===== config.mk =====
export PLATFORM = sky130hd
export DESIGN_NAME = clock_divider_bank
export DESIGN_NICKNAME = d
export VERILOG_FILES = /design/src/rtl/clk_div_pkg.sv /design/src/rtl/clock_divider_channel.sv /design/src/rtl/clock_divider_bank.sv
export SDC_FILE = /design/constraint.sdc
export NUM_CORES = 1
export LEC_CHECK = 0
export ABC_AREA = 1
export BUFFER_PORTS_ARGS = -buffer_cell sky130_fd_sc_hd__buf_4
export CORE_ASPECT_RATIO = 0.6
export CORE_MARGIN = 3
export CORE_UTILIZATION = 55
export DETAILED_ROUTE_END_ITERATION = 12
export MAX_ROUTING_LAYER = met4
export PLACE_DENSITY = 0.78
export SYNTH_ARGS = -nofsm -noshare
export SYNTH_HDL_FRONTEND = slang
export SYNTH_SLANG_ARGS = --single-unit

===== constraint.sdc =====
create_clock -name clk -period 1.8 [get_ports clk]
set_input_delay 0.18 -clock clk [delete_from_list [all_inputs] [get_ports clk]]
set_output_delay 0.18 -clock clk [all_outputs]
set_load 0.05 [all_outputs]

===== src/rtl/clk_div_pkg.sv =====
// Shared definitions for the clock-enable divider bank: output modes and per-channel control.
package clk_div_pkg;

    localparam logic MODE_PULSE  = 1'b0;
    localparam logic MODE_SQUARE = 1'b1;

    // Control half of a channel's configuration; the divisor width is a module parameter.
    typedef struct packed {
        logic mode;
        logic en;
    } ch_ctrl_t;

    localparam ch_ctrl_t CTRL_RESET = '{mode: MODE_PULSE, en: 1'b1};

endpackage


===== src/rtl/clock_divider_channel.sv =====
// One programmable clock-enable generator: counter, config registers and output/rise registers.
module clock_divider_channel
    import clk_div_pkg::*;
#(
    parameter int unsigned DIV_W       = 32,
    parameter int unsigned DEFAULT_DIV = 4
) (
    input  logic             clk,
    input  logic             rst_n,
    input  logic             restart,
    input  logic             wr,
    input  logic [DIV_W-1:0] wr_div,
    input  logic             wr_mode,
    input  logic             wr_chan_en,
    output logic             dclk,
    output logic             dclk_rise
);

    logic [DIV_W-1:0] cnt;
    logic [DIV_W-1:0] div;
    ch_ctrl_t         ctrl;

    logic wrap_c;
    logic half_c;
    logic parked_c;
    logic next_dclk_c;

    // >= rather than == so a divisor shrunk mid-count wraps on the next edge
    always_comb begin
        wrap_c      = (cnt >= div);
        half_c      = (cnt > (div >> 1));
        parked_c    = !ctrl.en || (div == '0);
        next_dclk_c = (ctrl.mode == MODE_SQUARE) ? half_c : wrap_c;
    end

    always_ff @(posedge clk) begin
        if (!rst_n) begin
            cnt       <= DIV_W'(1);
            div       <= DIV_W'(DEFAULT_DIV);
            ctrl      <= CTRL_RESET;
            dclk      <= 1'b0;
            dclk_rise <= 1'b0;
        end else begin
            if (wr) begin
                div       <= wr_div;
                ctrl.mode <= wr_mode;
                ctrl.en   <= wr_chan_en;
            end
            // The counter keeps running across config writes; only restart or parking clears it.
            if (restart || parked_c) begin
                cnt       <= DIV_W'(1);
                dclk      <= 1'b0;
                dclk_rise <= 1'b0;
            end else begin
                cnt       <= wrap_c ? DIV_W'(1) : cnt + DIV_W'(1);
                dclk      <= next_dclk_c;
                dclk_rise <= next_dclk_c & ~dclk;
            end
        end
    end

endmodule


===== src/rtl/clock_divider_bank.sv =====
// Bank of independent clock-enable dividers sharing one clock, with a single config write port.
module clock_divider_bank #(
    parameter  int unsigned CHANNELS    = 4,
    parameter  int unsigned DIV_W       = 32,
    parameter  int unsigned DEFAULT_DIV = 4,
    localparam int unsigned CH_W        = (CHANNELS > 1) ? $clog2(CHANNELS) : 1
) (
    input  logic                clk,
    input  logic                rst_n,
    input  logic                restart,
    input  logic                wr_en,
    input  logic [CH_W-1:0]     wr_ch,
    input  logic [DIV_W-1:0]    wr_div,
    input  logic                wr_mode,
    input  logic                wr_chan_en,
    output logic [CHANNELS-1:0] dclk,
    output logic [CHANNELS-1:0] dclk_rise
);

    logic [CHANNELS-1:0] wr_sel_c;

    // Out-of-range channel numbers match no instance, so such writes fall on the floor.
    for (genvar i = 0; i < CHANNELS; i++) begin : g_ch
        assign wr_sel_c[i] = wr_en && (32'(wr_ch) == 32'(i));

        clock_divider_channel #(
            .DIV_W       (DIV_W),
            .DEFAULT_DIV (DEFAULT_DIV)
        ) u_ch (
            .clk        (clk),
            .rst_n      (rst_n),
            .restart    (restart),
            .wr         (wr_sel_c[i]),
            .wr_div     (wr_div),
            .wr_mode    (wr_mode),
            .wr_chan_en (wr_chan_en),
            .dclk       (dclk[i]),
            .dclk_rise  (dclk_rise[i])
        );
    end

endmodule


Word-level counts from Yosys, hierarchy flattened
Index checks and enable logic that the tools add are counted.
{"block": "word_totals", "ff_bits": 272, "out_inout_bits": 8, "elab_cells": 81}
{"block": "classes", "n_addsub": 4, "n_lt_le_gt_ge": 8, "n_eq_ne": 3, "n_mux": 4, "n_bitwise": 9, "n_reduce_logical": 29}
{"op": "32-bit by 1-bit adder with 32-bit output, second input constant", "n": 4}
{"op": "32-bit greater-or-equal comparator", "n": 4}
{"op": "32-bit by 31-bit greater-than comparator with 1-bit output", "n": 4}
{"op": "32-bit zero test", "n": 4}
{"op": "3-bit OR reduction", "n": 4}
{"op": "1-bit logical OR", "n": 8}
{"op": "2-bit OR reduction", "n": 4}
{"op": "1-bit NOT", "n": 5}
{"op": "1-bit AND", "n": 4}
{"op": "2-bit == test, second input constant", "n": 2}
{"op": "1-bit logical AND", "n": 4}
{"op": "1-bit zero test", "n": 4}
{"op": "1-bit two-way mux", "n": 4}
{"op": "2-bit by 1-bit == test with 1-bit output, second input constant", "n": 1}
{"op": "2-bit zero test", "n": 1}

Logic depth before layout (Yosys ltp)
{"block": "logic_depth", "word_depth": 4, "mapped_depth": 17, "depth_no_buf": 17}

Modules after synthesis
A second synthesis with hierarchy kept.
{"block": "hier_totals", "cells_unflattened": 2471, "area_unflattened_um2": 17611.9}
{"module": "clock_divider_channel (g_ch[0].u_ch ...)", "n_inst": 3, "cells_each": 617, "area_each_um2": 4400.5, "seq_area_each_um2": 1361.3}
{"module": "clock_divider_channel (g_ch[2].u_ch)", "n_inst": 1, "cells_each": 612, "area_each_um2": 4380.5, "seq_area_each_um2": 1361.3}
{"module": "clock_divider_bank", "n_inst": 1, "cells_each": 8, "area_each_um2": 30.0, "seq_area_each_um2": 0.0}

Worst setup path after synthesis
Ideal clock, no wire load.
{"block": "synth_path", "path_kind": "reg2reg", "startpoint": "reg g_ch[0].u_ch.div[15]", "endpoint": "reg g_ch[0].u_ch.cnt[13]", "setup_time_ps": 129, "t_arrival_ps": 1612, "setup_slack_ps": 60, "path_stages_with_launch": 13, "path_buffers": 1, "period_less_slack_ps": 1740, "path_cell_list": "dfxtp_1 > inv_1 > ha_1 > nand2_1 > nor2_1 > nand2_1 > nor2_1 > nor2_1 > nand2_1 > nand2_1 > nand3_1 > clkbuf_1 > nor3_1"}
{"block": "synth_via", "elab_chain_cells": 4, "word_cells_on_any_way": 5}
{"element": "from (decl)", "line": "clock_divider_channel.sv:20", "source": "logic [DIV_W-1:0] div;"}
{"element": "from (signal assigned)", "line": "clock_divider_channel.sv:39", "source": "div <= DIV_W'(DEFAULT_DIV);"}
{"element": "from (signal assigned)", "line": "clock_divider_channel.sv:45", "source": "div <= wr_div;"}
{"element": "branches (longest 3 deep; another with 32-bit greater-or-equal comparator)"}
{"element": "3-bit OR reduction (no line) *"}
{"element": "to (signal assigned)", "line": "clock_divider_channel.sv:55", "source": "cnt <= wrap_c ? DIV_W'(1) : cnt + DIV_W'(1);"}
{"element": "to (decl)", "line": "clock_divider_channel.sv:19", "source": "logic [DIV_W-1:0] cnt;"}
Every way passes the cells marked *.
A chain may end at the register's enable or synchronous reset.

Final worst setup path
{"block": "layout_path", "startpoint": "reg g_ch[1].u_ch.cnt[3]", "endpoint": "reg g_ch[1].u_ch.cnt[17]"}
{"block": "layout_via", "elab_chain_cells": 2, "word_cells_on_any_way": 3}
{"element": "from (decl)", "line": "clock_divider_channel.sv:19"}
{"element": "from (signal assigned)", "line": "clock_divider_channel.sv:55"}
{"element": "32-bit greater-or-equal comparator", "line": "clock_divider_channel.sv:30", "source": "wrap_c = (cnt >= div);"}
{"element": "3-bit OR reduction (no line)"}
Parallel ways exist; a longest one is shown, timed or not.

==> impl_metrics.json <==
{
  "cp.buffers_inverters": 1,
  "die_area_mm2": 0.0344,
  "firstDrtPassIters": 6,
  "period_share_pct": 111,
  "antenna_found_initial": 8,
  "portBuffers": 47,
  "top_usage_layer": "met2",
  "core_mm2": 0.0315,
  "synth_top_area_share_pct": 30.8,
  "synth_cell_types": 39,
  "use_met2_pct": 48.2,
  "grt_first_pass_wirelength_mm": 89.9,
  "rows": 50,
  "outcome": "finished, violations left",
  "yosys-top-cells-area": "dfxtp_1 (31%), ha_1 (18%), nand2_1 (10%)",
  "final_cells": 3279,
  "cts_tree": "yes",
  "drv_slew": 0,
  "endpoint_kind": "flip-flop",
  "finalHoldViolCount": 0,
  "violations": "negative setup slack",
  "cp_slowest_cell": "dfxtp_1",
  "syn_area_mm2": 0.0177,
  "ioPinCount": 48,
  "fin_nets": 3131,
  "design_area_mm2": 0.0252,
  "grt-ovfl-total": 0,
  "vias": 19600,
  "drc": 0,
  "grt_util_met3_pct": 5.81,
  "fin_ws_ps": -195,
  "crit_type": "reg -> reg",
  "cp.required_ps": 2300,
  "synth-seq-area-share_pct": 30.8,
  "slew_headroom_pct": 53.0,
  "placedCellCount": 3153,
  "placed_cell_area_mm2": 0.0204,
  "drive_gt1_share_pct": 39.8,
  "tightest_slew_ps": 705,
  "initial_core_util_pct": 56.3,
  "setup.worst_path.start_class": "flip-flop",
  "place_congestion": 0.945,
  "power.leakage_nw": 10.9,
  "antenna_left": 0,
  "cts_sinks": 272,
  "synth-seq-cells": 272,
  "syn_avg_cell_area_um2": 7.15,
  "powerDensity_mw_per_mm2": 595,
  "routed_wl_mm": 68.4,
  "max_freq_ghz": 0.501,
  "cts_buffers": 27,
  "cp_common_cell": "nand2_1",
  "maxCapViolations": 0,
  "chipWidth_um": 238,
  "use_met1_pct": 47.1,
  "drt_iter0_markers": 2316,
  "die_h_um": 145,
  "final.setup.tns_ps": -12230,
  "ir_drop_uv": 726,
  "crit_chain": "ha_4, a21oi_1, nand2_1, nand2_1, nand2_1, nand2_1, nand2_1, nand2_2, nand3_4, buf_12, nor3b_2",
  "synth_nets": 2772,
  "period_needed_ps": 1990,
  "finalClockSkew_ps": 26.1,
  "slowest_delay_ps": 460,
  "place_hpwl_mm": 41.9,
  "crit_fanout": 5,
  "total_power_mw": 15.0,
  "hold_path_class": "in -> reg",
  "pre_cts_slack_ps": -187,
  "grt_usage_pct": 33.3,
  "h-tree-depth": 1,
  "cts-root-buf": "clkbuf_16",
  "ys_warn_count": 0,
  "path_delay_family": "simple AND/OR/NAND/NOR gates",
  "postSynthCellCount": 2476,
  "area_growth_pct": 42.5,
  "cts.clk_slew.worst_paths_ps": 70,
  "rsz0062_at_grt": "true",
  "finalSetupViolCount": 105,
  "cp.arrival_ps": 2500,
  "clk_latency_ps": 580,
  "post_drt_wl_per_cell_um": 20.9,
  "clock_path_buffers": 3,
  "grt_max_degree": 136,
  "synth_area_leader_cell": "dfxtp_1",
  "vias_per_cell": 5.97,
  "first_global_vias": 17200
}
synthesized netlist by cell type:
cell type / n
nand2_1: 482
nand4_4: 1
nor2_1: 287
a21oi_1: 260
buf_4: 8
o21ai_0: 150
nor3_2: 5
inv_1: 328
dfxtp_1: 272
clkbuf_1: 47
buf_2: 6
o21a_1: 11
or2_2: 5
or2_0: 6
nor4_1: 28
o21ai_2: 1
nor2_8: 1
nand3_2: 6
ha_1: 256
inv_2: 6
a31oi_1: 2
nor2_4: 10
nor3_4: 1
nor2_2: 7
or2_1: 2
xor2_1: 39
nor3b_1: 4
o211ai_1: 4
nor3_1: 53
xnor2_1: 38
nand2_4: 3
nor3b_2: 2
o21ai_1: 5
nand4_2: 2
nand2_2: 6
nand3_1: 60
nand4_1: 59
a21o_1: 12
nand3b_1: 1
logic make-up after synthesis:
family	count (synthesis)	share of synthesized area (%)
DFF	272	30.8
and+or+nand+nor	1031	25.8
adders and majority gates	256	18.1
AOI/OAI and AO/OA	445	13.0
buffers and inverters	395	8.59
xor gates and xnor gates	77	3.81
timing repair:
item	in CTS	in global routing
pin swaps	67	180
hold endpoints to repair	27	0
hold buffers	12	0
setup endpoints to repair	129	135
buffers inserted	11	40
cloned	6	5
resized for setup	201	610
tightest hold or removal path: stages:
cell and delay [ps]:
buf_4 160, o21ai_0 100, a21oi_1 110
metrics by stage:
step / hold WS, ps / utilization, %
after floorplan: 293 / -
after global placement: 398 / 64.9
after detailed placement: 412 / 64.9
after CTS: 1.04 / 71.3
after global routing: 18.7 / 80.2
final: 2.51 / 80.2
state kept, by name (all words and copies together) (netlist names):
| name | cells |
|---|---|
| g_ch.u_ch.div | 128 |
| g_ch.u_ch.ctrl | 8 |
| g_ch.u_ch.dclk_rise | 4 |
| g_ch.u_ch.cnt | 128 |
| g_ch.u_ch.dclk | 4 |
where the power goes:
group	leakage, nW	internal, mW	switching [mW]	total (mW)
clock	0.438	3.34	2.63	5.97
sequential	2.27	6.20	0.123	6.32
combinational	8.20	1.06	1.66	2.72
cells in the final DEF (no fill, tap or decap), drive strengths merged:
cell,n
dfxtp,272
xnor2,38
ha,256
nor3b,6
nor4,28
dlygate4sd3,12
nand3,66
nand2,491
xor2,39
clkinv,3
diode,8
a21oi,260
buf,374
o211ai,4
nand3b,1
bufinv,2
a31oi,2
or2,13
o21ai,156
clkbuf,48
inv,335
nand4,62
nor3,59
a21o,12
nor2,305
o21a,11
per-layer routing:
metal / wire (um) / share of wire (%)
met5: 0 / 0
met4: 3940 / 5.8
met3: 7690 / 11
met2: 29500 / 43
met1: 27300 / 40
cell type report:
type / instances / area, um2
Multi-Input combinational cell: 1809 / 13600
Timing Repair Buffer: 391 / 3240
Clock buffer: 43 / 806
Tap cell: 416 / 520
Sequential cell: 272 / 5640
Clock inverter: 6 / 83.8
Inverter: 334 / 1280
Fill cell: 1879 / 6230
Antenna cell: 8 / 20.0
final timing paths:
path,startpoint,endpoint,slack (ps),cells past startpoint
worst max-delay path,g_ch[1].u_ch.cnt[3]$_SDFF_PP0_,g_ch[1].u_ch.cnt[17]$_SDFF_PP0_,-190,11
worst min-delay path,wr_div[26],g_ch[2].u_ch.div[26]$_SDFFE_PN0P_,3,3
worst max register to register,g_ch[1].u_ch.cnt[3]$_SDFF_PP0_,g_ch[1].u_ch.cnt[17]$_SDFF_PP0_,-190,11
worst min register to register,g_ch[1].u_ch.dclk$_SDFF_PP0_,g_ch[1].u_ch.dclk_rise$_SDFF_PP0_,410,1
No activity file was read; power rests on OpenSTA's default activity.
